<file path="src/rtl/irq_priority_ctrl.sv">
// irq_priority_ctrl: fixed-priority machine-level interrupt controller.
// Level or rising-edge sources (selected by EDGE_MASK) are arbitrated,
// lowest index first. A claim produces a one-cycle INT_ pulse, and the
// source is then held in service until the core strobes int_rst (mret).
module irq_priority_ctrl #(
    parameter int          NUM_SRC   = 32,
    parameter logic [31:0] EDGE_MASK = 32'h0000_0000,
    parameter int          CAUSE_W   = (NUM_SRC > 1) ? $clog2(NUM_SRC) : 1
) (
    input  logic               clk,
    input  logic               rst_n,
    input  logic [NUM_SRC-1:0] mie,
    input  logic [NUM_SRC-1:0] int_req,
    input  logic               int_rst,
    output logic               INT_,
    output logic [31:0]        mcause,
    output logic [NUM_SRC-1:0] int_fin,
    output logic               busy
);

    localparam logic [NUM_SRC-1:0] EDGE_SRC = EDGE_MASK[NUM_SRC-1:0];

    typedef enum logic [1:0] {
        S_IDLE    = 2'd0,
        S_REQ     = 2'd1,
        S_SERVICE = 2'd2
    } state_t;

    state_t               state_q, state_d;
    logic [CAUSE_W-1:0]   mcause_q, mcause_d;
    logic [NUM_SRC-1:0]   pending_q, pending_d;
    logic [NUM_SRC-1:0]   req_prev_q;

    logic [NUM_SRC-1:0]   rise;
    logic [NUM_SRC-1:0]   cand;
    logic [CAUSE_W-1:0]   sel;
    logic                 claim;

    // Edge detection and the enabled candidate set. Edge sources request
    // through their pending latch, level sources straight from the line.
    always_comb begin
        rise  = int_req & ~req_prev_q & EDGE_SRC;
        cand  = mie & ((EDGE_SRC & pending_q) | (~EDGE_SRC & int_req));
        claim = (state_q == S_IDLE) && (|cand);
    end

    // Priority encoder: scanning downwards leaves the lowest active index.
    always_comb begin
        sel = '0;
        for (int i = NUM_SRC - 1; i >= 0; i--) begin
            if (cand[i]) begin
                sel = CAUSE_W'(i);
            end
        end
    end

    // Pending update: the claim clears the winner first so that a fresh
    // rising edge in the same cycle re-sets it and is not lost.
    always_comb begin
        pending_d = pending_q;
        if (claim && EDGE_SRC[sel]) begin
            pending_d[sel] = 1'b0;
        end
        pending_d = pending_d | rise;
        mcause_d  = claim ? sel : mcause_q;
    end

    // FSM next state: IDLE arbitrates, REQ is a single pulse cycle,
    // SERVICE waits for the core to complete the trap.
    always_comb begin
        state_d = state_q;
        case (state_q)
            S_IDLE:    if (|cand)   state_d = S_REQ;
            S_REQ:                  state_d = S_SERVICE;
            S_SERVICE: if (int_rst) state_d = S_IDLE;
            default:                state_d = S_IDLE;
        endcase
    end

    // State, cause, pending latch and the delayed request lines.
    always_ff @(posedge clk) begin
        if (!rst_n) begin
            state_q    <= S_IDLE;
            mcause_q   <= '0;
            pending_q  <= '0;
            req_prev_q <= '0;
        end else begin
            state_q    <= state_d;
            mcause_q   <= mcause_d;
            pending_q  <= pending_d;
            req_prev_q <= int_req;
        end
    end

    // Outputs decoded from the state; the completion acknowledge is
    // combinational on int_rst and suppressed while reset is asserted.
    always_comb begin
        INT_    = 1'b0;
        busy    = 1'b0;
        int_fin = '0;
        case (state_q)
            S_REQ: begin
                INT_ = 1'b1;
                busy = 1'b1;
            end
            S_SERVICE: begin
                busy = 1'b1;
                if (int_rst && rst_n) begin
                    int_fin[mcause_q] = 1'b1;
                end
            end
            default: ;
        endcase
    end

    assign mcause = {{(32 - CAUSE_W){1'b0}}, mcause_q};

endmodule

</file>
<file path="config.mk">
export PLATFORM = sky130hd
export DESIGN_NAME = irq_priority_ctrl
export DESIGN_NICKNAME = d
export VERILOG_FILES = /design/src/rtl/irq_priority_ctrl.sv
export SDC_FILE = /design/constraint.sdc
export NUM_CORES = 1
export LEC_CHECK = 0
export BUFFER_PORTS_ARGS = -buffer_cell sky130_fd_sc_hd__buf_2
export CORE_MARGIN = 2
export CORE_UTILIZATION = 33
export DETAILED_ROUTE_END_ITERATION = 16
export MAX_ROUTING_LAYER = met4
export PLACE_DENSITY_LB_ADDON = 0.2
export RECOVER_POWER = 25
export SETUP_SLACK_MARGIN = 0.15
export SYNTH_ARGS = -nofsm -noshare
export SYNTH_HDL_FRONTEND = slang
export SYNTH_SLANG_ARGS = --single-unit
</file>
<file path="constraint.sdc">
create_clock -name clk -period 1.5 [get_ports clk]
set_input_delay 0 -clock clk [delete_from_list [all_inputs] [get_ports clk]]
set_output_delay 0 -clock clk [all_outputs]
set_load 0.02 [all_outputs]
</file>
==> impl_results.md, run 1 <==
- Hold-fix buffers, CTS: 0
- Nets: 407
- Post-synth EDFFs: 0
- Hold Slack: 85.0 ps
- Final ANT Viol Nets: 0
- Hold Path Class: in2reg
- Setup ws final: -36.0 ps
- Period utilization: 1.02
- Gp weighted congestion: 0.764
- Die Wd: 66.9 µm
- Post-DP HPWL: 3420 µm
- CP required: 1500 ps
- RSZ-0062 raised after global routing: true
- Post-synthesis xor/xnor area fraction: 0
- Min Tclk post-route: 1540 ps
- Lkg Pwr: 1.17 nW
- Placeable Area: 3740 µm²
- Yosys reg bits: 7
- Top cell type's share of synthesized area: 0.155
- Routed wire per std cell: 11.4 µm
- PortBufs: 105
- Congestion Overflow GR: 0
- Synth area leaders: buf_4, dfxtp_1, nor2_1, nand2_1, a22oi_1
- H-tree depth: 1
- CTS tree: built
- Failing checks: negative setup slack
- All-Layer GR Usage: 0.194
- Achievable frequency: 651 MHz
- Fillers: 340
- Final Hold Viols: 0
- Count leader, synth: nor2_1
- Vias in the first global route: 1612
- Synth async-reset ratio: 0
- Post-synthesis simple-gate area fraction: 0.345
- CP Data Arrival Time: 1540 ps
- Syn avg cell area: 6.69 µm²
- VDD IR max: 0.354 mV
- Synthesized area: 1310 µm²
- Initial Util: 0.349
- Die area: 4470 µm²
- DR iter-0 viols: 46
- CP Launch Type: flop
- Synth area leader: buf_4
- Max_cap viols: 0
- Setup-failing EPs final: 5
- Pwr/cell area: 481 nW/µm²
- First-pass GRT wire length: 6710 µm
- Sequential cell area: 145 µm²
- Synth-to-Final Area Change: 89.7%
- Via/cell ratio: 4.82
- Number of buffers created by CTS: 3
- Worst setup EP type: output pin
- Clk Latency, worst-skew pair: 230 ps
- Synth Area in Compound Gates: 0.321
- Mux contribution to synthesized area: 0.00767
- Pins over their slew limit: 0
- Adder-Cell Fraction of Synth Area: 0.0288
- Post-synthesis sequential area ratio: 0.107
- Most used DFF post-synth: dfxtp_1
- Area occupied by multi-input gates: 1230 µm²
- Num ports: 133
- Clock sink count: 7
- Largest family of logic cells by synthesized area: simple AND/OR/NAND/NOR gates
- Synthesized instance count: 195
- Fin Setup TNS: -73.9 ps
- Yosys warning count: 0
- Max Buffers Root-to-Sink: 2
- Post-synthesis cell type count: 39
- Top cells by count, synth: nor2_1, nand2_1, buf_4
- Clk root buf: clkbuf_8
- Clk_skew: 4.93 ps
- # DRC: 0
- Largest net degree at the start of global routing: 10
- Clk pin slew, worst setup/hold paths: 40 ps
- Num rows: 22
- Die Y: 66.9 µm
- Run status: finished with violations
- # diodes: 0
- Initial antenna violation count: 0
- CP max FO: 8
- CP Class: reg2out
- Layout cells sized above 1: 0.577
- Vias post-DR: 1849
- Pre-antenna DRT Iters: 4
- WL final: 4370 µm
[layout by cell type (no fill, tap or decap), types with 3 or more instances in the layout]
cell and n:
buf_2 58, buf_4 57, nand2_1 29, conb_1 27, buf_6 21, nor2_1 20, a22oi_2 14, nor2_2 10
nand3_1 9, a21oi_1 7, nor2_4 6, o21ai_0 6, nand2b_1 5, clkbuf_1 5, inv_2 4, nand4_1 4
dfxtp_2 4, inv_1 3, or3_4 3, a32o_1 3, a32oi_1 3, clkbuf_8 3, dfxtp_1 3
[cell type report]
cell class                 instances  share of cell area
timing repair buffer             140               0.392
sequential                         7              0.0586
clock buffer                       4              0.0182
inverter                           7              0.0106
multi-input combinational        178               0.497
tap                               48              0.0243
[registers in the layout (all words and copies together), names as in the netlist]
signal,cells
state_q,2
mcause_q,5
[cell families after synthesis]
logic type | count (synthesis)
other cells | 1
simple gates | 96
fa+ha+maj | 3
flops | 7
mux | 1
buf+inv | 36
compound gates | 51
[routing by layer]
layer | vias up | global-route usage | share of wire
met2 | 81 | 0.384 | 0.54
met4 | 0 | 0.0383 | 0.0078
li1 | 939 | - | -
met5 | - | - | 0
met1 | 825 | 0.207 | 0.37
met3 | 4 | 0.0186 | 0.081
[worst max-delay path, cell delays in order, from the launching register on]
cell and delay (ps):
dfxtp_2 310, inv_2 70, ha_4 140, nand3_4 80
or3_4 420, nor2_1 130, buf_4 150
[final timing paths]
check,startpoint,to,slack (ps),cells after the start
worst min-delay path,rst_n,mcause_q[4],80,3
worst max register to register,state_q[0],mcause_q[1],250,6
worst max-delay path,state_q[0],int_fin[28],-40,6
worst min register to register,mcause_q[4],mcause_q[4],540,2
[through the flow]
step / cell area, µm² / setup WS [ps] / utilization / instances / total power [W]
3_3_place_gp: 1980 / -116 / 0.528 / 371 / 0.000808
3_5_place_dp: 1980 / -166 / 0.528 / 371 / 0.000813
2_1_floorplan: 1420 / 90.7 / - / 221 / 0.000606
5_1_grt: 2480 / -84.9 / 0.661 / 384 / 0.00128
6_report: 2480 / -36.0 / 0.661 / 384 / 0.00119
4_1_cts: 2290 / -26.2 / 0.613 / 378 / 0.00114
[timing repair]
action,in CTS,in global routing
pin swaps,18,25
buffers inserted,3,6
resized for setup,70,37
endpoints found under the setup margin,36,36
[power by group]
group	switching, W	leakage, nW	internal (W)
clock network	0.0000823	0.0228	0.000184
registers	0.0000366	0.0590	0.000212
logic	0.000365	1.09	0.000312
(Power assumes the default switching activity.)
==> run 2: changes to the inputs <==
Settings changed: CORE_ASPECT_RATIO set to 1.2, HOLD_SLACK_MARGIN set to 0.12, SETUP_SLACK_MARGIN 0.15 to 0.4.
==> impl_results.md, run 2 (synthesized netlist as in run 1, its figures left out) <==
- Int Pwr: 0.000742 W (was 0.000707 W)
- Most frequent cells in the layout: buf_2, buf_4, nand2_1, nor2_4, conb_1 (was buf_2, buf_4, nand2_1, conb_1, buf_6)
- Placeable Area: 3880 µm² (was 3740 µm²)
- Setup-failing EPs final: 8 (was 5)
- All-Layer GR Usage: 0.200 (was 0.194)
- Hold depth: 2 (was 3)
- Final ANT Viol Nets: 0 (unchanged)
- Failing checks: negative setup slack (unchanged)
- Nets: 416 (was 407)
- Number of buffers created by CTS: 3 (unchanged)
- Largest net degree at the start of global routing: 10 (unchanged)
- Routed wire per std cell: 11.1 µm (was 11.4 µm)
- Clock power share: 0.207 (was 0.224)
- Critical path origin: state_q[0] (unchanged)
- CP required: 1500 ps (about the same)
- NetSw: 0.000532 W (was 0.000483 W)
- Met2 WL: 2520 µm (was 2360 µm)
- Worst hold start: rst_n (unchanged)
- Clock sink count: 7 (unchanged)
- CP Launch Type: flop (unchanged)
- Lkg Pwr: 1.24 nW (was 1.17 nW)
- Clk_skew: 3.40 ps (was 4.93 ps)
- WL final: 4430 µm (was 4370 µm)
- Pwr/cell area: 467 nW/µm² (was 481 nW/µm²)
- Period utilization: 1.04 (was 1.02)
- Most common cell after layout, fill and taps aside: buf_2 (unchanged)
- Run status: finished with violations (unchanged)
- Hold Path Class: in2reg (unchanged)
- Pins over their slew limit: 0 (unchanged)
- Achievable frequency: 641 MHz (was 651 MHz)
- Max_cap viols: 0 (unchanged)
- RSZ-0062 raised after global routing: true (unchanged)
- PortBufs: 105 (unchanged)
- Clk pin slew, worst setup/hold paths: 40 ps (about the same)
- Gp weighted congestion: 0.827 (was 0.764)
- CP Class: reg2out (unchanged)
- Max Used Layer: met4 (unchanged)
- # DRC: 0 (unchanged)
- Final Hold Viols: 0 (unchanged)
- Initial antenna violation count: 0 (unchanged)
- RR Endpoint: mcause_q[1] (unchanged)
- Synth-to-Final Area Change: 109% (was 89.7%)
- Combinational group share of total power: 0.605 (was 0.568)
- # diodes: 0 (unchanged)
- FF-to-FF setup slack: 190 ps (was 250 ps)
- DR iter-0 viols: 26 (was 46)
- Via/cell ratio: 4.79 (was 4.82)
- CTS tree: built (unchanged)
- Power share of the sequential group: 0.188 (was 0.208)
- Met3 WL: 269 µm (was 356 µm)
- Num ports: 133 (unchanged)
- Setup ws final: -59.3 ps (was -36.0 ps)
- Reg with most FFs: mcause_q (unchanged)
- Vias in the first global route: 1739 (was 1612)
- Worst r2r path cells: 6 (unchanged)
- Post-DP HPWL: 3640 µm (was 3420 µm)
- Congestion Overflow GR: 0 (unchanged)
- Layout cells sized above 1: 0.632 (was 0.577)
- Regs by FF count: mcause_q x5, state_q x2 (unchanged)
- Die Y: 72.9 µm (was 66.9 µm)
- Placed cell areas: 2250 µm² (was 1980 µm²)
- VDD IR max: 0.256 mV (was 0.354 mV)
- Switch share: 0.417 (was 0.406)
- Worst setup EP type: output pin (unchanged)
- CP max FO: 8 (unchanged)
- Min Tclk post-route: 1560 ps (was 1540 ps)
- DP Cell Count: 377 (was 371)
- Final Cell Area: 2720 µm² (was 2480 µm²)
- Die Wd: 61.4 µm (was 66.9 µm)
- Clk Latency, worst-skew pair: 230 ps (about the same)
- Clk root buf: clkbuf_8 (unchanged)
- H-tree depth: 1 (unchanged)
- Initial Util: 0.336 (was 0.349)
- Vias post-DR: 1913 (was 1849)
- Die area: 4480 µm² (was 4470 µm²)
- Fillers: 350 (was 340)
- Num rows: 25 (was 22)
- Hold Slack: 143 ps (was 85.0 ps)
- CP Data Arrival Time: 1560 ps (was 1540 ps)
- Max Buffers Root-to-Sink: 2 (unchanged)
- Final std cells w/o fill: 399 (was 384)
- Hold EP: mcause_q[2] (was mcause_q[4])
- Met1 wire length: 1580 µm (was 1620 µm)
- Pre-antenna DRT Iters: 4 (unchanged)
- Max FFs per register: 5 (unchanged)
- First-pass GRT wire length: 6920 µm (was 6710 µm)
- R2r startpoint: state_q[0] (unchanged)
[run 2: changes by cell type in the layout (fill, tap and decap cells not counted), moves of 3 or more]
cell / before / now
buf_4: 57 / 52
nor2_2: 10 / 2
nor2_4: 6 / 27
inv_1: 3 / 6
nor2_1: 20 / 7
buf_2: 58 / 71
inv_2: 4 / 1
dlygate4sd3_1: 0 / 3
[run 2: area by class of cell]
| class | instances | area [µm²] | share of cell area |
|---|---|---|---|
| multi-input combinational | 178 | 1420 | 0.520 |
| timing repair buffer | 149 | 1020 | 0.375 |
| sequential | 7 | 148 | 0.0542 |
| tap | 54 | 67.6 | 0.0248 |
| clock buffer | 3 | 41.3 | 0.0152 |
| inverter | 7 | 26.3 | 0.00965 |
| clock inverter | 1 | 5.00 | 0.00184 |
[run 2: per-stage QoR]
step	power [W]	TNS [ps]	worst slack (ps)	utilization
2_1_floorplan	0.000662	0	97.0	-
3_3_place_gp	0.000863	-432	-136	0.581
3_5_place_dp	0.000870	-631	-190	0.581
4_1_cts	0.00124	-538	-69.5	0.673
5_1_grt	0.00137	-1970	-106	0.702
6_report	0.00127	-371	-59.3	0.702
[run 2: worst max-delay path by stage]
| stage | cells after the start | endpoint | slack (ps) |
|---|---|---|---|
| 6_report | 7 | int_fin[20] | -60 |
| 5_1_grt | 7 | int_fin[28] | -110 |
| 4_1_cts | 7 | int_fin[12] | -70 |
| 3_5_place_dp | 7 | state_q[1] | -190 |
| 3_3_place_gp | 7 | state_q[1] | -140 |
| 2_1_floorplan | 6 | state_q[1] | 100 |
[run 2: power by group through the flow]
| stage | combinational, W | sequential (W) | clock (W) |
|---|---|---|---|
| global placement | 0.000621 | 0.000242 | 0 |
| CTS | 0.000732 | 0.000239 | 0.000266 |
| floorplan | 0.000401 | 0.000261 | 0 |
| global route | 0.000841 | 0.000244 | 0.000280 |
| finish | 0.000770 | 0.000240 | 0.000264 |
| detailed placement | 0.000627 | 0.000243 | 0 |
[run 2: timing repair]
| action | in CTS | in global routing |
|---|---|---|
| gates resized for setup | 58 | 11 |
| hold buffers | 3 | 0 |
| setup buffers | 7 | 8 |
| endpoints found under the setup margin | 40 | 39 |
| endpoints found under the hold margin | 1 | 0 |
| pin swaps | 14 | 16 |
[run 2: critical path: stages (launching register included)]
cell     delay [ps]
dfxtp_2         320
inv_2            70
ha_4            140
nand3_4          80
or3_4           350
buf_12          160
nor2_4           80
buf_6           130
[run 2: metal layers]
layer  vias up  GRT usage
met4         0     0.0520
li1        960          -
met3         8     0.0142
met5         -          -
met1       865      0.205
met2        80      0.394
